<file path="src/rtl/add_scheduler.sv">
// add_scheduler: shares one self-timed ripple adder chain among NREQ clocked
// requesters. Round-robin arbitration, four-phase req/fin handshake with a
// synchronised all-done flag, timeout recovery, one-cycle ack with result.
//
// state  | meaning
// IDLE   | no operation; arbitrate among pending req_i
// LOAD   | operands driven to chain, add_req_o still low
// RUN    | add_req_o high, waiting for synchronised all-done
// RTZ    | add_req_o low, waiting for all-done to return to zero
// DONE   | ack_o pulse with result; advance round-robin pointer
module add_scheduler #(
  parameter int W           = 8,
  parameter int NREQ        = 4,
  parameter int SYNC_STAGES = 2,
  parameter int TIMEOUT     = 255
) (
  input  logic              clk,
  input  logic              rst_n,
  input  logic [NREQ-1:0]   req_i,
  input  logic [NREQ*W-1:0] a_i,
  input  logic [NREQ*W-1:0] b_i,
  input  logic [NREQ-1:0]   cin_i,
  output logic [NREQ-1:0]   gnt_o,
  output logic              ack_o,
  output logic [W-1:0]      sum_o,
  output logic              cout_o,
  output logic              err_o,
  output logic              add_req_o,
  output logic [W-1:0]      add_x_o,
  output logic [W-1:0]      add_y_o,
  output logic              add_cin_o,
  input  logic [W-1:0]      add_fin_i,
  input  logic [W-1:0]      add_s_i,
  input  logic              add_cout_i
);

  localparam int IW = (NREQ > 1) ? $clog2(NREQ) : 1;
  localparam logic [7:0] TO_LAST = 8'(TIMEOUT - 1);
  localparam int ST_RUN_BIT  = 2;
  localparam int ST_DONE_BIT = 4;

  // One-hot so add_req_o comes straight off a flop and cannot glitch into
  // the self-timed chain.
  typedef enum logic [4:0] {
    S_IDLE = 5'b00001,
    S_LOAD = 5'b00010,
    S_RUN  = 5'b00100,
    S_RTZ  = 5'b01000,
    S_DONE = 5'b10000
  } state_t;

  state_t r_state, w_next;

  logic [SYNC_STAGES-1:0] r_sync;
  logic                   w_done_raw;
  logic                   w_done_s;
  logic [IW-1:0]          r_rr;
  logic [IW-1:0]          r_win;
  logic [IW-1:0]          w_win;
  logic                   w_found;
  logic [7:0]             r_cnt;
  logic                   w_tmo;
  logic [NREQ-1:0]        r_gnt;
  logic [W-1:0]           r_sum;
  logic                   r_cout;
  logic                   r_err;
  logic [W-1:0]           r_x;
  logic [W-1:0]           r_y;
  logic                   r_cin;

  assign w_done_raw = &add_fin_i;
  assign w_done_s   = r_sync[SYNC_STAGES-1];
  assign w_tmo      = (r_cnt == TO_LAST);

  // Bring the asynchronous all-done level into the clk domain.
  always_ff @(posedge clk or negedge rst_n) begin
    if (!rst_n) r_sync <= '0;
    else        r_sync <= {r_sync[SYNC_STAGES-2:0], w_done_raw};
  end

  // Round-robin pick: first set request at or above r_rr, wrapping.
  always_comb begin
    int v_idx;
    w_win   = '0;
    w_found = 1'b0;
    v_idx   = 0;
    for (int i = 0; i < NREQ; i++) begin
      v_idx = int'(r_rr) + i;
      if (v_idx >= NREQ) v_idx = v_idx - NREQ;
      if (!w_found && req_i[v_idx[IW-1:0]]) begin
        w_found = 1'b1;
        w_win   = v_idx[IW-1:0];
      end
    end
  end

  // State register.
  always_ff @(posedge clk or negedge rst_n) begin
    if (!rst_n) r_state <= S_IDLE;
    else        r_state <= w_next;
  end

  // Next-state logic; completion has priority over timeout in RUN.
  always_comb begin
    w_next = r_state;
    case (r_state)
      S_IDLE:  if (w_found) w_next = S_LOAD;
      S_LOAD:  w_next = S_RUN;
      S_RUN:   if (w_done_s || w_tmo) w_next = S_RTZ;
      S_RTZ:   if (!w_done_s || w_tmo) w_next = S_DONE;
      S_DONE:  w_next = S_IDLE;
      default: w_next = S_IDLE;
    endcase
  end

  // Moore outputs decoded from single state bits.
  always_comb begin
    add_req_o = r_state[ST_RUN_BIT];
    ack_o     = r_state[ST_DONE_BIT];
  end

  // Phase timer: restarts on every state change, counts in RUN and RTZ.
  always_ff @(posedge clk or negedge rst_n) begin
    if (!rst_n)                               r_cnt <= '0;
    else if (w_next != r_state)               r_cnt <= '0;
    else if (r_state == S_RUN || r_state == S_RTZ) r_cnt <= r_cnt + 8'd1;
  end

  // Grant, operand, result and round-robin registers.
  always_ff @(posedge clk or negedge rst_n) begin
    if (!rst_n) begin
      r_gnt  <= '0;
      r_win  <= '0;
      r_rr   <= '0;
      r_x    <= '0;
      r_y    <= '0;
      r_cin  <= 1'b0;
      r_sum  <= '0;
      r_cout <= 1'b0;
      r_err  <= 1'b0;
    end else begin
      case (r_state)
        S_IDLE: if (w_found) begin
          // Latch on LOAD entry so operands lead add_req_o by a full cycle.
          r_win  <= w_win;
          r_gnt  <= {{(NREQ-1){1'b0}}, 1'b1} << w_win;
          r_x    <= a_i[int'(w_win)*W +: W];
          r_y    <= b_i[int'(w_win)*W +: W];
          r_cin  <= cin_i[w_win];
          r_sum  <= '0;
          r_cout <= 1'b0;
          r_err  <= 1'b0;
        end
        S_RUN: begin
          if (w_done_s) begin
            r_sum  <= add_s_i;
            r_cout <= add_cout_i;
          end else if (w_tmo) begin
            r_err  <= 1'b1;
            r_sum  <= '0;
            r_cout <= 1'b0;
          end
        end
        S_RTZ: if (w_done_s && w_tmo) r_err <= 1'b1;
        S_DONE: begin
          r_gnt <= '0;
          r_rr  <= (r_win == IW'(NREQ - 1)) ? '0 : r_win + 1'b1;
        end
        default: ;
      endcase
    end
  end

  assign gnt_o     = r_gnt;
  assign sum_o     = r_sum;
  assign cout_o    = r_cout;
  assign err_o     = r_err;
  assign add_x_o   = r_x;
  assign add_y_o   = r_y;
  assign add_cin_o = r_cin;

endmodule

</file>
<file path="config.mk">
export PLATFORM = sky130hd
export DESIGN_NAME = add_scheduler
export DESIGN_NICKNAME = d
export VERILOG_FILES = /design/src/rtl/add_scheduler.sv
export SDC_FILE = /design/constraint.sdc
export NUM_CORES = 1
export LEC_CHECK = 0
export CORE_ASPECT_RATIO = 1.25
export CORE_UTILIZATION = 46
export DETAILED_ROUTE_END_ITERATION = 12
export MAX_ROUTING_LAYER = met4
export PLACE_DENSITY = 0.95
export SYNTH_ARGS = -nofsm -noshare
export SYNTH_HDL_FRONTEND = slang
export SYNTH_SLANG_ARGS = --single-unit
</file>
<file path="constraint.sdc">
create_clock -name clk -period 5 [get_ports clk]
set_input_delay 0.75 -clock clk [delete_from_list [all_inputs] [get_ports clk]]
set_output_delay 0.75 -clock clk [all_outputs]
set_load 0.05 [all_outputs]
</file>
### After elaboration in Yosys (flattened, before gate mapping)

Cells that the tools add are included.

* bits in registers: 50

* reductions and logical operators: 20
* equality and inequality tests: 13
* mux-type cells: 43
* shift operators: 3
* add/subtract/negate cells: 9
* $lt $le $gt $ge: 9

Operators by type and width (number)
* $shiftx 32x6->8: 2
* $mux 8: 5
* $pmux 5 s4: 1
* $mux 2: 9
* $pmux 8 s2: 1
* $lt 2x3->1 const B: 5
* $mux 1: 15
* $mux 5: 3
* $bmux 1 s2: 5
* $ge 3x3->1 const B: 3
* $add 8x1->8 const B: 1
* $eq 8x8->1 const B: 1
* $pmux 4 s2: 1
* $reduce_and 8->1: 1
* $sub 2x1->2 const B: 4
* $add 2x2->3 const B: 2
* $ne 2x2->1 const B: 3
* $reduce_bool 2->1: 3
* $eq 5x1->1 const B: 1
* $eq 5x2->1 const B: 1
* $eq 5x3->1 const B: 1
* $eq 5x4->1 const B: 1
* $eq 5x5->1 const B: 1
* $ne 5x5->1: 1
* other kinds (17): 26

### Longest topological paths before layout

Gate-level depths: netlist of run 1.

* depth in word-level cells: 18
* gate-level depth with buffers: 9
* gate-level depth less buffers: 7

### Least setup slack after synthesis of run 1

Ideal clock, no wire load.

* path kind: input to register
* start point: input port req_i[2]
* end point: register r_cin, in the netlist add_cin_o
* slack: 3071 ps
* library setup time: 131 ps
* arrival time: 1798 ps
* cell stages on the path: 8
* required time: 4869 ps
* path buffers: 3
* path through: buf_4 > nand2_1 > a21oi_2 > or3_1 > buf_4 > buf_6 > nand3_1 > a31oi_1

* longest elaborated chain between the ends: 14
* elaborated cells between the ends (all ways): 25
* those cells by class: mux: 18; reduce/logical: 7

RTL lines
* start: declaration: line 19 `input logic [NREQ-1:0] req_i,`
* $bmux 1 s2: line 90 `if (!w_found && req_i[v_idx[IW-1:0]]) begin`
* $mux 1 (implied by the code): line 90
* $mux 1: line 90
* $logic_not 1->1: line 90
* $logic_and 1x1->1: line 90
* $mux 1: line 90
* $logic_not 1->1: line 90
* $logic_and 1x1->1: line 90
* $mux 1: line 90
* $logic_not 1->1: line 90
* $logic_and 1x1->1: line 90
* $mux 2: line 90
* $bmux 1 s2: line 149 `r_cin <= cin_i[w_win];`
* $mux 1 (implied by the code): line 149
* end signal: assignment: line 149
* end: declaration: line 69 `logic r_cin;`

Several ways; a longest one is shown, not always the timed one. The select of a mux whose other input is x is not followed.
A chain may end at the register's enable or synchronous reset.

### Final worst setup path of run 1

* start point: input port req_i[0]
* end point: register r_sum[1], in the netlist sum_o[1]

* longest elaborated chain between the ends: 14
* elaborated cells between the ends (all ways): 20
* those cells by class: eq/ne: 1; mux: 12; reduce/logical: 7

RTL lines
* $bmux 1 s2: line 90
* $mux 1 (implied by the code): line 90
* $mux 1: line 90
* $logic_not 1->1: line 90
* $logic_and 1x1->1: line 90
* $mux 1: line 90
* $logic_not 1->1: line 90
* $logic_and 1x1->1: line 90
* $mux 1: line 90
* $logic_not 1->1: line 90
* $logic_and 1x1->1: line 90
* $mux 1 (*): line 90
* $ne 2x2->1 (no source line) (*)
* $reduce_and 3->1 (no source line) (*)
* end signal: assignment: line 156 `r_sum <= add_s_i;`
* end: declaration: line 64 `logic [W-1:0] r_sum;`

Every way passes the cells marked *; elsewhere a longest branch is shown, timed or not. The select of a mux whose other input is x is not followed.

==> results of run 1 <==
[worst max path at each step]
stage	cells past startpoint	endpoint	slack (ns)
floorplan	8	add_cin_o	3.07
global placement	7	sum_o[4]	1.81
detailed placement	7	sum_o[1]	1.68
CTS	7	sum_o[1]	2.00
global route	7	sum_o[6]	1.85
finish	7	sum_o[1]	1.98
[registers in the layout (all words and copies together) (netlist names)]
name / cells
r_sync: 2
cout_o: 1
r_win: 2
add_y_o: 8
err_o: 1
gnt_o: 4
r_rr: 2
add_x_o: 8
r_state: 5
sum_o: 8
add_cin_o: 1
r_cnt: 8
[per-layer routing]
layer / share of wire, % / wire, um / vias to the layer above
met5: 0 / 0 / -
met2: 52 / 4200 / 141
met3: 6.6 / 533 / 24
met1: 38 / 3030 / 1346
li1: - / - / 1317
met4: 3.4 / 276 / 0
[kinds of logic (layout without fill, tap and decap cells)]
kind of cell / count (synthesis) / in the layout / synth area share (%)
AOI/OAI and AO/OA: 79 / 79 / 22.3
muxes: 1 / 1 / 0.391
and+or+nand+nor: 128 / 128 / 23.1
xor gates and xnor gates: 7 / 7 / 2.13
adders and majority gates: 3 / 3 / 1.30
DFF: 50 / 50 / 43.4
buffers and inverters: 27 / 135 / 7.29
[power breakdown]
group	internal [mW]	total [mW]	switching (mW)
clock network	0.114	0.250	0.136
registers	0.512	0.598	0.0859
logic	0.374	1.02	0.643
total	1.00	1.86	0.865
[worst max-delay path: stages]
cell	delay [ns]
clkdlybuf4s50_1	0.64
nor4_4	0.40
nand2b_1	0.54
buf_4	0.33
inv_4	0.15
nor2_4	0.25
a22o_1	0.19
[layout make-up]
class / count / area (um2)
Fill cell: 437 / 1810
Multi-Input combinational cell: 218 / 1420
Sequential cell: 50 / 1250
Timing Repair Buffer: 124 / 1230
Tap cell: 82 / 103
Clock buffer: 6 / 82.6
Clock inverter: 2 / 17.5
Inverter: 3 / 13.8
[through the flow]
step | total power, mW | instances
after floorplan | 1.30 | 295
after global placement | 1.58 | 477
after detailed placement | 1.62 | 477
after CTS | 1.87 | 485
after global routing | 1.96 | 485
final | 1.86 | 485
[cell usage in the layout, fill, tap and decap left out, drive strengths merged, types with 3 or more instances in the layout]
master and n:
a221oi 17, nand2b 9, ha 3, nand4 5, nand2 18, clkdlybuf4s50 122
nor4 3, a22o 9, xor2 5, a31oi 17, dfrtp 49, nor2 38
o21ai 13, nand3 42, inv 3, a21oi 7, clkbuf 6
==> impl_metrics.csv, run 1 <==
group,metric,value,unit
timing,worst_slew_pin_slew,1.07,ns
clocking,cts_tree,"done",
worst_setup_path,cp-end-kind,"register",
timing,holdWs,0.353,ns
placement,place_ws,1.68,ns
placement,io_buffers,123,
timing,final_hold_viol_count,0,
die,die_h,90.5,um
timing,max_freq,331,MHz
clocking,cts.hold.buffers_added,0,
die,ios,124,
worst_setup_path,reg2reg_from,"r_state[3]",
timing,slew_headroom,28.5,%
global_route,grt_use_met1,28.0,%
logic_synthesis,yosys-top-cells-count,"49 x dfrtp_1, 42 x nand3_1, 37 x nor2_1",
worst_setup_path,rr_endpoint,"sum_o[1]",
power_and_ir_drop,p_leak,1.59,nW
timing,rsz0062_at_grt,"false",
finish,areaGrowthSynthToFinish,43.0,%
worst_setup_path,rrSetupSlack,2.64,ns
timing,fin_crit_sh,60.4,%
detailed_routing,vias,2828,
global_route,first_global_vias,2881,
timing,setup_viol,0,
worst_setup_path,start_kind,"primary input",
logic_synthesis,ys_warn_count,0,
clocking,cts.path.max_buffers,2,
hold_path,hp-start,"r_sync[0]",
global_route,grt_start_max_net_pins,51,
hold_path,holdPathEnd,"r_sync[1]",
timing,fin_crit,3.02,ns
logic_synthesis,syn-num-nets,389,
detailed_routing,totalWireLength,8.03,mm
run_status,outcome,"complete, no violations",
clocking,cts_max_level,2,
detailed_routing,vias_per_cell,5.83,
global_route,grt-ovfl-total,0,
clocking,root_buffer,"clkbuf_8",
global_route,track_usage,25.7,%
worst_setup_path,startpoint,"req_i[0]",
timing,fin_skew,0.00762,ns
logic_synthesis,syn_avg_cell_area,9.77,um2
global_route,grt_pass1_wl,12.9,mm
worst_setup_path,worst-setup-path-type,"primary input to register",
power_and_ir_drop,power_density,452,mW/mm2
worst_setup_path,required,5.25,ns
finish,design_area,0.00412,mm2
logic_synthesis,synth_edf_count,0,
detailed_routing,drc,0,
flow_run,drv_cap,0,
finish,final_util,69.5,%
logic_synthesis,syn_area,0.00288,mm2
placement,post-dp-hpwl,6.06,mm
finish,n_antenna_cell,0,
timing,setup_slack,1.98,ns
logic_synthesis,synthFlopType,"dfrtp_1",
global_route,grt.met2_usage,44.2,%
timing,finalMaxSlewViolations,0,
worst_setup_path,path_max_fanout,24,
detailed_routing,first_pass_iters,4,
logic_synthesis,yosysTopAreaCellShare,42.5,%
placement,placed_area,0.00402,mm2
global_route,grtUsageMet3,5.25,%
power_and_ir_drop,ir_drop,308,uV
clocking,cts.clk_slew.worst_paths,0.09,ns
global_route,grt-busiest-layer,"met2",
detailed_routing,wl_per_cell,16.6,um
logic_synthesis,postSynth.asyncResetShare,100,%
global_route,grt_antenna_before_repair,0,
clocking,clock_latency,0.31,ns
logic_synthesis,ys_seq_elements,50,
logic_synthesis,synth_top_cell_by_area,"dfrtp_1",
die,fp.dieArea,0.00659,mm2
die,die_width,72.8,um
clocking,post-cts-setup-buffers,0,
logic_synthesis,ys_top_cells_by_area,"dfrtp_1 43%, nand3_1 7.3%, nor2_1 4.8%",
clocking,clock-sinks,50,
logic_synthesis,seq_area_frac_synth,43.4,%
placement,gp_congestion,0.868,
detailed_routing,detail-route-antenna-nets,0,
die,coreArea,0.00593,mm2
hold_path,hold_class,"register to register",
finish,final_nets,496,
finish,drive_gt1_share,8.19,%
clocking,post_cts_resized,0,
logic_synthesis,synth_cell_types,52,
worst_setup_path,ff2ff_path_depth,6,
die,initial_core_util,48.6,%
logic_synthesis,yosysMostFrequentCell,"dfrtp_1",
detailed_routing,first_iter_violations,215,
logic_synthesis,netlist_instances,295,
timing,fin_setup_tns,0,ns
worst_setup_path,arrival,3.27,ns
clocking,numCtsBuffers,5,
die,rows,31,
hold_path,hold_depth,0,
(Power assumes the default switching activity.)
==> run 2: changes to the inputs <==
Settings changed: CORE_UTILIZATION 46 to 39, PLACE_DENSITY 0.95 to 0.89.
Clock period 5 ns to 2.5 ns, I/O delays scaled along.
==> impl_metrics.csv, run 2 (synthesis gave the netlist of run 1 again) <==
group,metric,value,unit
run_status,outcome,"complete, no violations",
flow_run,drv_cap,0,
power_and_ir_drop,p_total,3.77,mW
timing,fin_crit,2.10,ns
power_and_ir_drop,intPower,2.05,mW
clocking,cts.path.max_buffers,2,
clocking,cts_max_level,2,
finish,layout.cells.non_filler,501,
worst_setup_path,path_cells,"clkdlybuf4s50_1",
die,die_width,78.9,um
placement,gp_congestion,0.921,
finish,n_antenna_cell,0,
worst_setup_path,slowest_stage,"clkdlybuf4s50_1",
global_route,grt_antenna_before_repair,0,
clocking,post-cts-setup-buffers,0,
finish,final_nets,504,
clocking,post_cts_resized,0,
die,fp.dieArea,0.00774,mm2
power_and_ir_drop,ir_drop,526,uV
clocking,cts.hold.buffers_added,0,
die,initial_core_util,40.8,%
detailed_routing,first_pass_iters,4,
detailed_routing,drc,0,
finish,nFillCells,587,
clocking,root_buffer,"clkbuf_8",
global_route,grt_pass1_wl,12.4,mm
finish,layout_common_cells,"122 x clkdlybuf4s50_1, 49 x dfrtp_1, 42 x nand3_1",
finish,mostFrequentLayoutCell,"clkdlybuf4s50_1",
power_and_ir_drop,power_density,895,mW/mm2
worst_setup_path,worstSetupPathDepth,1,
die,die_h,98.1,um
worst_setup_path,worst-setup-path-type,"register to primary output",
detailed_routing,totalWireLength,7.76,mm
timing,slew_headroom,49.5,%
die,coreArea,0.00706,mm2
placement,io_buffers,123,
worst_setup_path,reg2reg_from,"r_cnt[0]",
finish,areaGrowthSynthToFinish,46.1,%
die,rows,34,
timing,max_freq,477,MHz
power_and_ir_drop,p_comb_share,54.5,%
worst_setup_path,crit_family,"buffers and inverters",
timing,rsz0062_at_grt,"false",
worst_setup_path,cp-end-kind,"primary output",
power_and_ir_drop,sw_frac_of_total,45.6,%
timing,finalMaxSlewViolations,0,
global_route,grt-ovfl-total,0,
clocking,cts_tree,"done",
placement,place_ws,0.147,ns
timing,fin_setup_tns,0,ns
timing,fin_crit_sh,83.9,%
hold_path,hold_class,"primary input to asynchronous set/reset pin",
timing,setup_viol,0,
global_route,first_global_vias,2658,
clocking,clock_latency,0.31,ns
detailed_routing,wl_per_cell,15.5,um
detailed_routing,detail-route-antenna-nets,0,
timing,final_hold_viol_count,0,
timing,fin_skew,0.00449,ns
clocking,clock-sinks,50,
worst_setup_path,ff2ff_path_depth,6,
die,ios,124,
power_and_ir_drop,p_leak,1.64,nW
worst_setup_path,startpoint,"r_state[4]",
placement,post-dp-hpwl,5.86,mm
finish,drive_gt1_share,9.98,%
finish,final_util,59.6,%
clocking,cts.clk_slew.worst_paths,0.09,ns
worst_setup_path,start_kind,"register",
timing,worst_slew_pin_slew,0.757,ns
worst_setup_path,path_max_fanout,10,
worst_setup_path,arrival,1.72,ns
power_and_ir_drop,pwr-share-clk,13.9,%
detailed_routing,vias_per_cell,5.54,
global_route,track_usage,21.2,%
timing,setup_slack,0.402,ns
placement,place_inst,493,
power_and_ir_drop,seqPwrFrac,31.6,%
worst_setup_path,required,2.12,ns
worst_setup_path,worst_path_largest_cell_delay,0.88,ns
power_and_ir_drop,power_switching,1.72,mW
detailed_routing,first_iter_violations,173,
clocking,numCtsBuffers,5,
detailed_routing,vias,2775,
worst_setup_path,critPathBufInv,1,
global_route,grt_start_max_net_pins,51,
run 2: cell types whose count changed in the layout (fill, tap and decap cells not counted), sizes merged:
| cell | delta |
|---|---|
| clkbuf | +1 |
| clkinv | -1 |
| buf | +8 |
run 2: power groups by stage:
stage / Clock (mW) / Sequential (mW) / Combinational [mW]
2_1_floorplan: 0 / 1.75 / 0.854
3_3_place_gp: 0 / 1.20 / 2.01
3_5_place_dp: 0 / 1.20 / 2.05
4_1_cts: 0.525 / 1.19 / 2.06
5_1_grt: 0.559 / 1.22 / 2.19
6_report: 0.523 / 1.19 / 2.05
run 2: area by class of cell:
cell class	count	area (um2)	share of cell area (%)
clock inverter	1	8.76	0.208
inverter	3	13.8	0.327
sequential	50	1250	29.7
timing repair buffer	132	1310	31.0
tap	90	113	2.67
multi-input combinational	218	1420	33.7
clock buffer	7	96.3	2.29
run 2: per-stage QoR:
step / cell area [um2] / hold WS [ns]
floorplan: 2880 / 0.0794
global placement: 4110 / 0.335
detailed placement: 4110 / 0.336
CTS: 4210 / 0.186
global route: 4210 / 0.212
finish: 4210 / 0.153
run 2: path summary, 6_finish.rpt:
path / slack, ns / endpoint
max: 0.40 / ack_o
min in group clk: 0.35 / r_sync[1]
min reg2reg: 0.35 / r_sync[1]
max in group asynchronous: 1.93 / add_x_o[3]
min: 0.15 / r_sync[0]
max reg2reg: 0.51 / r_cnt[2]
run 2: layer usage:
layer / vias up / wire length, um / GRT usage (%)
li1: 1331 / - / -
met1: 1306 / 3090 / 24.8
met2: 117 / 3940 / 34.4
met3: 21 / 526 / 5.05
met4: 0 / 192 / 9.09
met5: - / 0 / -
